**config.mk**
```make
export PLATFORM = sky130hd
export DESIGN_NAME = round_robin_encoder
export DESIGN_NICKNAME = d
export VERILOG_FILES = /design/src/rtl/round_robin_encoder.sv
export SDC_FILE = /design/constraint.sdc
export NUM_CORES = 1
export LEC_CHECK = 0
export CORE_AREA = 2 2 58 60
export CTS_CLUSTER_SIZE = 10
export DETAILED_ROUTE_END_ITERATION = 8
export DIE_AREA = 0 0 60 62
export HOLD_SLACK_MARGIN = 0.12
export PLACE_DENSITY = 0.74
export SYNTH_ARGS = -nofsm -noshare
export SYNTH_HDL_FRONTEND = slang
export SYNTH_SLANG_ARGS = --single-unit
export TNS_END_PERCENT = 50
```
**constraint.sdc**
```tcl
create_clock -name clk_i -period 5 [get_ports clk_i]
set_clock_uncertainty 0.05 [all_clocks]
set_input_delay 0.75 -clock clk_i [delete_from_list [all_inputs] [get_ports clk_i]]
set_output_delay 0.75 -clock clk_i [all_outputs]
set_load 0.005 [all_outputs]
```
**src/rtl/round_robin_encoder.sv**
```systemverilog
// Request encoder with rotating (RR=1) or fixed LSB-first (RR=0) priority.
// Grant is registered and held until accepted by ready_i; outputs are registered only.
module round_robin_encoder #(
  parameter int unsigned N  = 8,
  parameter int unsigned RR = 1
) (
  input  logic                   clk_i,
  input  logic                   rst_i,
  input  logic                   enable_i,
  input  logic [N-1:0]           req_i,
  input  logic                   ready_i,
  output logic                   valid_o,
  output logic [$clog2(N)-1:0]   index_o,
  output logic [N-1:0]           onehot_o
);

  localparam int unsigned W  = $clog2(N);
  localparam int unsigned WP = W + 1;

  typedef enum logic {
    ST_IDLE  = 1'b0,
    ST_GRANT = 1'b1
  } state_e;

  state_e         state_q, state_d;
  logic [W-1:0]   index_q, index_d;
  logic [N-1:0]   onehot_q, onehot_d;
  logic [W-1:0]   ptr_q, ptr_d;

  logic [W-1:0]   scan_base;
  logic [2*N-1:0] req_dbl;
  logic [2*N-1:0] req_rot;
  logic [W-1:0]   pick_off;
  logic           pick_found;
  logic [WP-1:0]  pick_sum;
  logic [W-1:0]   pick_idx;
  logic [W-1:0]   pick_ptr;
  logic           load;

  // Rotate requests so the scan start sits at bit 0, then find the first set bit.
  always_comb begin
    scan_base  = (RR != 0) ? ptr_q : '0;
    req_dbl    = {req_i, req_i};
    req_rot    = req_dbl >> scan_base;
    pick_off   = '0;
    pick_found = 1'b0;
    for (int unsigned k = 0; k < N; k++) begin
      if (!pick_found && req_rot[k]) begin
        pick_found = 1'b1;
        pick_off   = W'(k);
      end
    end
    pick_sum = WP'(scan_base) + WP'(pick_off);
    if (pick_sum >= WP'(N)) begin
      pick_sum = pick_sum - WP'(N);
    end
    pick_idx = pick_sum[W-1:0];
    pick_ptr = (pick_idx == W'(N - 1)) ? '0 : pick_idx + W'(1);
  end

  assign load = enable_i && pick_found && ((state_q == ST_IDLE) || ready_i);

  // Next-state: load a new grant, hold an unaccepted one, or drain when accepted.
  always_comb begin
    state_d  = state_q;
    index_d  = index_q;
    onehot_d = onehot_q;
    ptr_d    = ptr_q;
    case (state_q)
      ST_IDLE: begin
        if (load) begin
          state_d  = ST_GRANT;
          index_d  = pick_idx;
          onehot_d = N'(1) << pick_idx;
          if (RR != 0) ptr_d = pick_ptr;
        end
      end
      ST_GRANT: begin
        if (ready_i) begin
          if (load) begin
            index_d  = pick_idx;
            onehot_d = N'(1) << pick_idx;
            if (RR != 0) ptr_d = pick_ptr;
          end else begin
            state_d  = ST_IDLE;
            onehot_d = '0;
          end
        end
      end
      default: begin
        state_d  = ST_IDLE;
        onehot_d = '0;
      end
    endcase
  end

  always_ff @(posedge clk_i or posedge rst_i) begin
    if (rst_i) begin
      state_q  <= ST_IDLE;
      index_q  <= '0;
      onehot_q <= '0;
      ptr_q    <= '0;
    end else begin
      state_q  <= state_d;
      index_q  <= index_d;
      onehot_q <= onehot_d;
      ptr_q    <= ptr_d;
    end
  end

  assign valid_o  = (state_q == ST_GRANT);
  assign index_o  = index_q;
  assign onehot_o = onehot_q;

endmodule

```
==> qor.yml, run 1 <==
clocking:
  ctsResizeCount: 0
  cts.sinks: 15
  cts-buffers-inserted: 3
  cts_max_level: 1
  cts_hold_buf: 0
  cts_tree: "built"
  postCtsSetupBuffers: 0
  cts_root_buf: "clkbuf_4"
  clockBufferDepth: 2
  worstSkewPairLatency_ns: 0.28
  path_clk_slew_ns: 0.09
synth:
  ys_seq_area_frac: 0.250
  synth_edf_count: 0
  synthArstFlopShare: 1.00
  ys_types: 47
  yosys.cell_count.top_type: "inv_1"
  syn_inst: 156
  synthTopCellsByArea: "dfrtp_1 25%, mux4_2 7.5%, mux2i_1 6.7%"
  syn-num-nets: 174
  synthTopCellsByCount: "17 x inv_1, 15 x dfrtp_1, 12 x nor2_1"
  syn_avg_cell_area_sq_um: 9.62
  synth_flop_cell: "dfrtp_1"
  synthDominantCellAreaShare: 0.250
  synth_warnings: 0
  ys_ff_latch: 15
  synth_area_leader_cell: "dfrtp_1"
  synth_area_sq_mm: 0.00150
worst_setup_path:
  crit_fanout: 18
  rr_endpoint: "ptr_q[0]"
  reg2reg_depth: 13
  start_kind: "register"
  cp-startpoint: "ptr_q[1]"
  arrival_ns: 4.19
  cp-end-kind: "register"
  regToRegSetupSlack_ns: 0.94
  required_ns: 5.12
  r2r-start: "ptr_q[1]"
  critPathKind: "register to register"
drt:
  vias: 1307
  drc: 0
  first_iter_violations: 50
  ant_nets: 0
  first_pass_iters: 4
  totalWireLength_microns: 3300
  drt-wirelength-per-cell_microns: 14.9
  avgViaCountPerCell: 5.89
grt:
  grt_max_degree: 19
  grt_pass1_vias: 1234
  grt_pass1_wl_microns: 5550
  overflow: 0
  track_usage: 0.196
  antenna_found_initial: 0
cells_and_area:
  drive_gt1_frac: 0.131
  final_core_util: 0.557
  final_nets: 195
  postLayoutCellArea_sq_mm: 0.00177
  area_growth_pct: 17.9
  n_fill_cell: 297
  diodes: 0
timing:
  grt_setup_unrepaired: "false"
  min_period_over_period: 0.813
  max_freq_mhz: 246
  drv_slew: 0
  setup-tns-final_ns: 0
  min_period_ns: 4.06
  worstMarginPinSlew_ns: 0.776
  timing.final.hold_violations: 0
  setup_viol: 0
  setup_ws_ns: 0.935
  max_slew_margin: 0.477
  hold_slack_ns: 0.467
pwr:
  p_leak_nw: 0.695
  p_switching_uw: 506
  p_per_area_mw_per_mm2: 622
  ir_worst_vdd_mv: 0.223
  sw_frac_of_total: 0.460
  p_seq_frac: 0.229
  share_comb_of_total_power: 0.708
  p_int_uw: 594
  pwr-share-clk: 0.062
placed_design:
  gp_congestion: 0.825
  pre_cts_slack_ns: 0.743
  io_buffers: 23
  placed_area_sq_mm: 0.00174
  dp_hpwl_microns: 2670
floorplanning:
  io_pins: 24
  die-area_sq_mm: 0.00372
  die_w_microns: 60
  core_area_sq_mm: 0.00318
  start_util: 0.472
  fp-row-count: 21
  fp.dieH_microns: 62
run:
  cap_viol_max_count: 0
hold_path:
  hold_start: "index_o[0]"
  hp-class: "register to register"
  hold_path_depth: 1
  holdPathEnd: "index_o[0]"
run_status:
  outcome: "completed"
## worst max-delay path, cell delays in order, from the launching register on
cell and delay (ns):
dfrtp_1 0.79, clkinv_1 0.46, a211oi_1 0.38, a32o_1 0.20, and2_1 0.31, a221o_1 0.20
ha_1 0.14, inv_1 0.05, fa_1 0.41, xnor2_1 0.29, xnor2_1 0.16, ha_1 0.20
nor2_1 0.05, mux2_4 0.25
## metrics by stage
stage | instances | total power [mW]
detailed placement | 218 | 1.03
global placement | 218 | 1.01
global route | 222 | 1.22
CTS | 222 | 1.10
floorplan | 156 | 0.852
finish | 222 | 1.10
## layout by cell type (no fill, tap or decap), types with 4 or more instances in the layout
cell,Yosys,final
inv_1,17,17
nand2_1,7,7
clkdlybuf4s50_1,0,23
nand3_1,4,4
dfrtp_1,15,15
mux2i_1,10,10
nor2_1,12,12
o21ai_0,4,4
mux2_2,5,5
ha_1,5,5
mux4_2,5,5
o221ai_1,6,6
a21oi_1,5,5
## metal layers
layer  vias up  routed length (microns)  global-route usage
li1        624                        -                   -
met2        50                     1700               0.359
met3        10                      145              0.0228
met4         0                       80              0.0762
met5         -                        0                   0
met1       623                     1380               0.234
## cell type report
cell class,instances,area (sq um),area share
multi-input combinational,114,998,0.564
clock buffer,4,26.3,0.0148
sequential,15,375,0.212
timing repair buffer,25,245,0.139
tap,46,57.6,0.0325
inverter,18,67.6,0.0382
## worst max path at each step
stage | endpoint | slack (ns)
2_1_floorplan | ptr_q[0] | 1.47
3_3_place_gp | ptr_q[0] | 0.85
3_5_place_dp | ptr_q[0] | 0.74
4_1_cts | ptr_q[0] | 0.95
5_1_grt | ptr_q[0] | 0.54
6_report | ptr_q[0] | 0.94
## logic make-up after synthesis
group / synth area share
and+or+nand+nor: 0.157
adders and majority gates: 0.0550
DFF: 0.250
buffers and inverters: 0.0850
muxes: 0.224
xor gates and xnor gates: 0.0233
AOI/OAI and AO/OA: 0.206
## power groups by stage
stage / Clock, mW / Combinational (mW) / Sequential [mW]
final: 0.0686 / 0.780 / 0.252
after global routing: 0.0785 / 0.878 / 0.263
after CTS: 0.0700 / 0.782 / 0.253
after detailed placement: 0 / 0.779 / 0.256
after global placement: 0 / 0.762 / 0.252
after floorplan: 0 / 0.652 / 0.199
## state kept, by name, indices dropped and copies added (netlist names)
register and cells:
onehot_o 8, valid_o 1, ptr_q 3, index_o 3
(Power assumes the default switching activity.)
==> run 2: changes to the inputs <==
--- a/config.mk
+++ b/config.mk
@@ -5,10 +5,10 @@
 export SDC_FILE = /design/constraint.sdc
 export NUM_CORES = 1
 export LEC_CHECK = 0
-export CORE_AREA = 2 2 58 60
+export CORE_AREA = 2 2 59 61
 export CTS_CLUSTER_SIZE = 10
 export DETAILED_ROUTE_END_ITERATION = 8
-export DIE_AREA = 0 0 60 62
+export DIE_AREA = 0 0 61 63
 export HOLD_SLACK_MARGIN = 0.12
 export PLACE_DENSITY = 0.74
 export SYNTH_ARGS = -nofsm -noshare
==> constraint.sdc (replaced) <==
create_clock -name clk_i -period 3.4 [get_ports clk_i]
set_clock_uncertainty 0.05 [all_clocks]
set_input_delay 0.51 -clock clk_i [delete_from_list [all_inputs] [get_ports clk_i]]
set_output_delay 0.51 -clock clk_i [all_outputs]
set_load 0.005 [all_outputs]
==> qor.yml, run 2 (synthesized netlist as in run 1, its figures left out) <==
drt:
  ant_nets: 0  # unchanged
  avgViaCountPerCell: 5.57  # -5.3%
  first_iter_violations: 80  # +60%
  vias: 1427  # +9.2%
  drc: 0  # unchanged
  totalWireLength_microns: 3870  # +17%
  drt-wirelength-per-cell_microns: 15.1  # +1.7%
  first_pass_iters: 6  # +2
clocking:
  worstSkewPairLatency_ns: 0.29  # about the same
  cts_tree: "built"
  clockBufferDepth: 2  # unchanged
  cts.sinks: 15  # unchanged
  cts_max_level: 1  # unchanged
  path_clk_slew_ns: 0.08  # about the same
  cts-buffers-inserted: 3  # unchanged
  cts_root_buf: "clkbuf_4"
  cts_hold_buf: 0  # unchanged
cells_and_area:
  drive_gt1_frac: 0.319  # +0.188
  area_growth_pct: 37.5
  seq_area_sq_um: 377  # +0.33%
  multi_input_area_sq_mm: 0.00103  # +3.3%
  largest_reg_flops: 8  # unchanged
  n_fill_cell: 267  # -10%
  diodes: 0  # unchanged
  layout_common_cells: "36 x buf_4, 16 x inv_1, 15 x clkdlybuf4s50_1"
  postLayoutCellArea_sq_mm: 0.00206  # +17%
  final_nets: 229  # +17%
  layout_commonest_cell: "buf_4"
placed_design:
  gp_congestion: 0.942  # +14%
  placed_area_sq_mm: 0.00198  # +13%
  dp_hpwl_microns: 2970  # +11%
  pre_cts_slack_ns: -0.438  # -1.18 ns
  io_buffers: 23  # unchanged
worst_setup_path:
  required_ns: 3.53  # -1.59 ns
  crit_fanout: 6  # -12
  critPathKind: "register to register"
  start_kind: "register"
  cp-end-kind: "register"
  arrival_ns: 3.44  # -0.75 ns
floorplanning:
  io_pins: 24  # unchanged
  start_util: 0.465  # -0.00768
  die-area_sq_mm: 0.00384  # +3.3%
  fp-row-count: 21  # unchanged
  core_area_sq_mm: 0.00323  # +1.7%
  die_w_microns: 61  # +1.7%
  fp.dieH_microns: 63  # +1.6%
grt:
  grt_max_degree: 16  # -3
  antenna_found_initial: 0  # unchanged
  overflow: 0  # unchanged
  grt_pass1_wl_microns: 6350  # +14%
  track_usage: 0.213  # +0.0168
  grt_pass1_vias: 1410  # +14%
timing:
  max_freq_mhz: 302  # +23%
  min_period_over_period: 0.973  # +0.160
  setup_ws_ns: 0.0910  # -0.844 ns
  timing.final.hold_violations: 0  # unchanged
  grt_setup_unrepaired: "true"
  worstMarginPinSlew_ns: 0.778  # +0.00156 ns
  drv_slew: 0  # unchanged
  min_period_ns: 3.31  # -0.756 ns
  max_slew_margin: 0.476  # -0.00105
  setup_viol: 0  # unchanged
pwr:
  p_leak_nw: 0.915  # +32%
  ir_worst_vdd_mv: 0.439  # +97%
  p_per_area_mw_per_mm2: 973  # +56%
hold_path:
  hp-class: "register to register"
run:
  cap_viol_max_count: 0  # unchanged
run_status:
  outcome: "completed"
## run 2: timing repair
action                                 CTS  global route
gates resized for setup                  8            12
pin swaps                                0             0
setup endpoints to repair                9            11
cloned                                   0             0
endpoints found under the hold margin    0             0
setup buffers                            0             3
## run 2: stage by stage
stage | hold slack, ns | total power, mW | util | setup TNS [ns] | std cells
2_1_floorplan | 0.361 | 1.25 | - | 0 | 156
3_3_place_gp | 0.447 | 1.76 | 0.612 | -3.22 | 249
3_5_place_dp | 0.453 | 1.80 | 0.612 | -4.28 | 249
4_1_cts | 0.469 | 1.95 | 0.623 | 0 | 253
5_1_grt | 0.493 | 2.17 | 0.639 | -0.210 | 256
6_report | 0.462 | 2.01 | 0.639 | 0 | 256
## run 2: layout make-up
cell class              instances  share of cell area
inverters                      18              0.0327
well taps                      46              0.0279
multi-input cells             114               0.499
flip-flops and latches         15               0.182
repair buffers                 59               0.245
clock buffers                   4              0.0127
## run 2: per-layer routing
metal | routed length [microns] | up-vias | part of all wire | GRT usage
met5 | 0 | - | 0 | 0
met1 | 1810 | 689 | 0.47 | 0.296
met4 | 32 | 0 | 0.0083 | 0.0652
li1 | - | 694 | - | -
met2 | 1870 | 39 | 0.48 | 0.335
met3 | 155 | 5 | 0.040 | 0.0311
## run 2: final timing paths
check,cells after the start,slack (ns),end,from
max,15,0.09,ptr_q[0],ptr_q[1]
min,2,0.46,onehot_o[3],onehot_o[3]
max reg2reg,15,0.09,ptr_q[0],ptr_q[1]
min reg2reg,2,0.46,onehot_o[3],onehot_o[3]
max in group asynchronous,2,2.40,ptr_q[1],rst_i
min in group asynchronous,2,0.50,onehot_o[0],rst_i
## run 2: critical path, cell delays in order, from the launching register on
cell and delay, ns:
dfrtp_2 0.46, buf_4 0.17, buf_4 0.15, and2_1 0.15
a211oi_2 0.25, buf_4 0.15, a21oi_1 0.05, and3b_1 0.18
a221o_1 0.25, ha_1 0.18, inv_1 0.07, fa_2 0.47
nor2_2 0.13, ha_1 0.20, nor2_1 0.05, mux2_4 0.24
## run 2: report_power, final
part | internal, mW | switching [mW]
Clock | 0.0457 | 0.0590
Combinational | 0.849 | 0.731
Sequential | 0.250 | 0.0736
==> run 3: changes to the inputs <==
--- a/config.mk
+++ b/config.mk
@@ -10,7 +10,8 @@
 export DETAILED_ROUTE_END_ITERATION = 8
 export DIE_AREA = 0 0 61 63
 export HOLD_SLACK_MARGIN = 0.12
-export PLACE_DENSITY = 0.74
+export PLACE_DENSITY_LB_ADDON = 0.15
+export REMOVE_ABC_BUFFERS = 1
 export SYNTH_ARGS = -nofsm -noshare
 export SYNTH_HDL_FRONTEND = slang
 export SYNTH_SLANG_ARGS = --single-unit
==> qor.yml, run 3 (synthesized netlist as in run 1, its figures left out) <==
drt:
  totalWireLength_microns: 4080  # +5.6%
  first_iter_violations: 61  # -24%
  ant_nets: 0  # unchanged
  vias: 1467  # +2.8%
  first_pass_iters: 4  # -2
  highest_layer: "met4"
  drc: 0  # unchanged
  met2_length_microns: 1960  # +5.1%
  met3_length_microns: 218  # +41%
  drt-wirelength-per-cell_microns: 15.7  # +4.0%
  avgViaCountPerCell: 5.64  # +1.2%
  met1_length_microns: 1840  # +1.4%
worst_setup_path:
  path_cells: "buf_6, mux4_2, o21a_1, o32ai_2, a221o_1, ha_1, inv_2, fa_2, xnor2_4, xnor2_1, ha_2, nor2_1, mux2_4"
  r2r-start: "ptr_q[1]"
  rr_endpoint: "ptr_q[0]"
  cp.buffers_inverters: 2  # -2
  reg2reg_depth: 13  # -2
  cp_slowest_cell: "mux4_2"
  cpLargestDelayFamily: "adder cells"
  critPathKind: "register to register"
  arrival_ns: 3.55  # +0.11 ns
  cp-end-kind: "register"
  cp_slowest_stage_delay_ns: 0.50  # +0.03 ns
  crit_fanout: 6  # unchanged
  regToRegSetupSlack_ns: -0.02  # -0.11 ns
  cp-startpoint: "ptr_q[1]"
  required_ns: 3.53  # about the same
  start_kind: "register"
  crit_cells: 13  # -2
  critPathCapture: "ptr_q[0]"
timing:
  timing.final.hold_violations: 0  # unchanged
  max_freq_mhz: 293  # -3.2%
  setup_ws_ns: -0.0177  # -0.109 ns
  grt_setup_unrepaired: "true"
  worstMarginPinSlew_ns: 0.836  # +0.0582 ns
  hold_slack_ns: 0.468  # +0.00566 ns
  max_slew_margin: 0.437  # -0.0392
  setup-tns-final_ns: -0.0177  # -0.0177 ns
  setup_viol: 1  # +1
  min_period_over_period: 1.01  # +0.0320
  min_period_ns: 3.42  # +0.109 ns
  drv_slew: 0  # unchanged
run_status:
  violations: "setup timing"
  outcome: "complete, but fails checks"
placed_design:
  io_buffers: 23  # unchanged
  dp_cells: 249  # unchanged
  dp_hpwl_microns: 3100  # +4.5%
  gp_congestion: 0.887  # -5.8%
  pre_cts_slack_ns: -0.421  # +0.0166 ns
grt:
  grt_pass1_vias: 1410  # unchanged
  grt_pass1_wl_microns: 6620  # +4.3%
  antenna_found_initial: 0  # unchanged
  overflow: 0  # unchanged
  track_usage: 0.223  # +0.0105
  grt_max_degree: 16  # unchanged
cells_and_area:
  n_fill_cell: 271  # +1.5%
  fin_cells: 260  # +1.6%
  drive_gt1_frac: 0.374  # +0.0548
  layout_commonest_cell: "buf_4"
  diodes: 0  # unchanged
  layout_common_cells: "38 x buf_4, 19 x clkdlybuf4s50_1, 15 x inv_1"
  largest_reg_flops: 8  # unchanged
  final_nets: 233  # +1.7%
  area_growth_pct: 43.6
clocking:
  cts.sinks: 15  # unchanged
  cts_max_level: 1  # unchanged
  worstSkewPairLatency_ns: 0.29  # about the same
  cts_tree: "built"
  cts_root_buf: "clkbuf_4"
  cts-buffers-inserted: 3  # unchanged
  clockBufferDepth: 2  # unchanged
  path_clk_slew_ns: 0.10  # +0.02 ns
floorplanning:
  fp-row-count: 21  # unchanged
  core_area_sq_mm: 0.00323  # unchanged
  io_pins: 24  # unchanged
  die-area_sq_mm: 0.00384  # unchanged
  start_util: 0.465  # unchanged
  die_w_microns: 61  # unchanged
  fp.dieH_microns: 63  # unchanged
run:
  cap_viol_max_count: 0  # unchanged
pwr:
  p_per_area_mw_per_mm2: 995  # +2.3%
  ir_worst_vdd_mv: 0.623  # +42%
  p_leak_nw: 0.931  # +1.8%
hold_path:
  hold_path_depth: 2  # unchanged
  hp-class: "register to register"
==> run 3: final cells by class <==
type                            count  area [sq um]  share of cell area
Multi-Input combinational cell    114          1090               0.504
Tap cell                           46          57.6              0.0267
Inverter                           18          67.6              0.0313
Clock buffer                        3          22.5              0.0104
Clock inverter                      1          5.00             0.00232
Timing Repair Buffer               63           541               0.251
Sequential cell                    15           377               0.175
==> run 3: report_power, final <==
part / switching (mW) / internal [mW]
Sequential: 0.0804 / 0.250
Clock: 0.0618 / 0.0437
Combinational: 0.798 / 0.912
Total: 0.940 / 1.21
==> run 3: worst register-to-register path, cell delays in order, from the launching register on <==
cell and delay, ns:
dfrtp_2 0.48, buf_6 0.13, mux4_2 0.50, o21a_1 0.19, o32ai_2 0.25, a221o_1 0.18
ha_1 0.15, inv_2 0.04, fa_2 0.45, xnor2_4 0.23, xnor2_1 0.15, ha_2 0.22
nor2_1 0.05, mux2_4 0.25
==> run 3: what timing repair did <==
item | CTS | global route
setup endpoints to repair | 10 | 10
gates cloned | 0 | 0
setup buffers | 0 | 7
hold buffers | 0 | 0
pin swaps | 0 | 8
gates resized for setup | 8 | 19
==> run 3: worst min-delay path by stage <==
stage          slack, ns        start     endpoint
5_1_grt             0.50  onehot_o[7]  onehot_o[7]
2_1_floorplan       0.36        rst_i   index_o[0]
6_report            0.47  onehot_o[7]  onehot_o[7]
3_3_place_gp        0.45   index_o[1]   index_o[1]
3_5_place_dp        0.45   index_o[0]   index_o[0]
4_1_cts             0.47  onehot_o[3]  onehot_o[3]
==> run 3: routing by layer <==
metal	vias to the layer above	global-route usage
met4	0	0.0299
met2	53	0.353
met5	-	0
met3	12	0.0476
met1	701	0.317
li1	701	-
==> run 3: through the flow <==
step / utilization / total power, mW / area (sq um)
floorplan: - / 1.19 / 1440
global placement: 0.612 / 1.74 / 1980
detailed placement: 0.612 / 1.78 / 1980
CTS: 0.627 / 1.94 / 2030
global route: 0.667 / 2.31 / 2160
finish: 0.667 / 2.15 / 2160
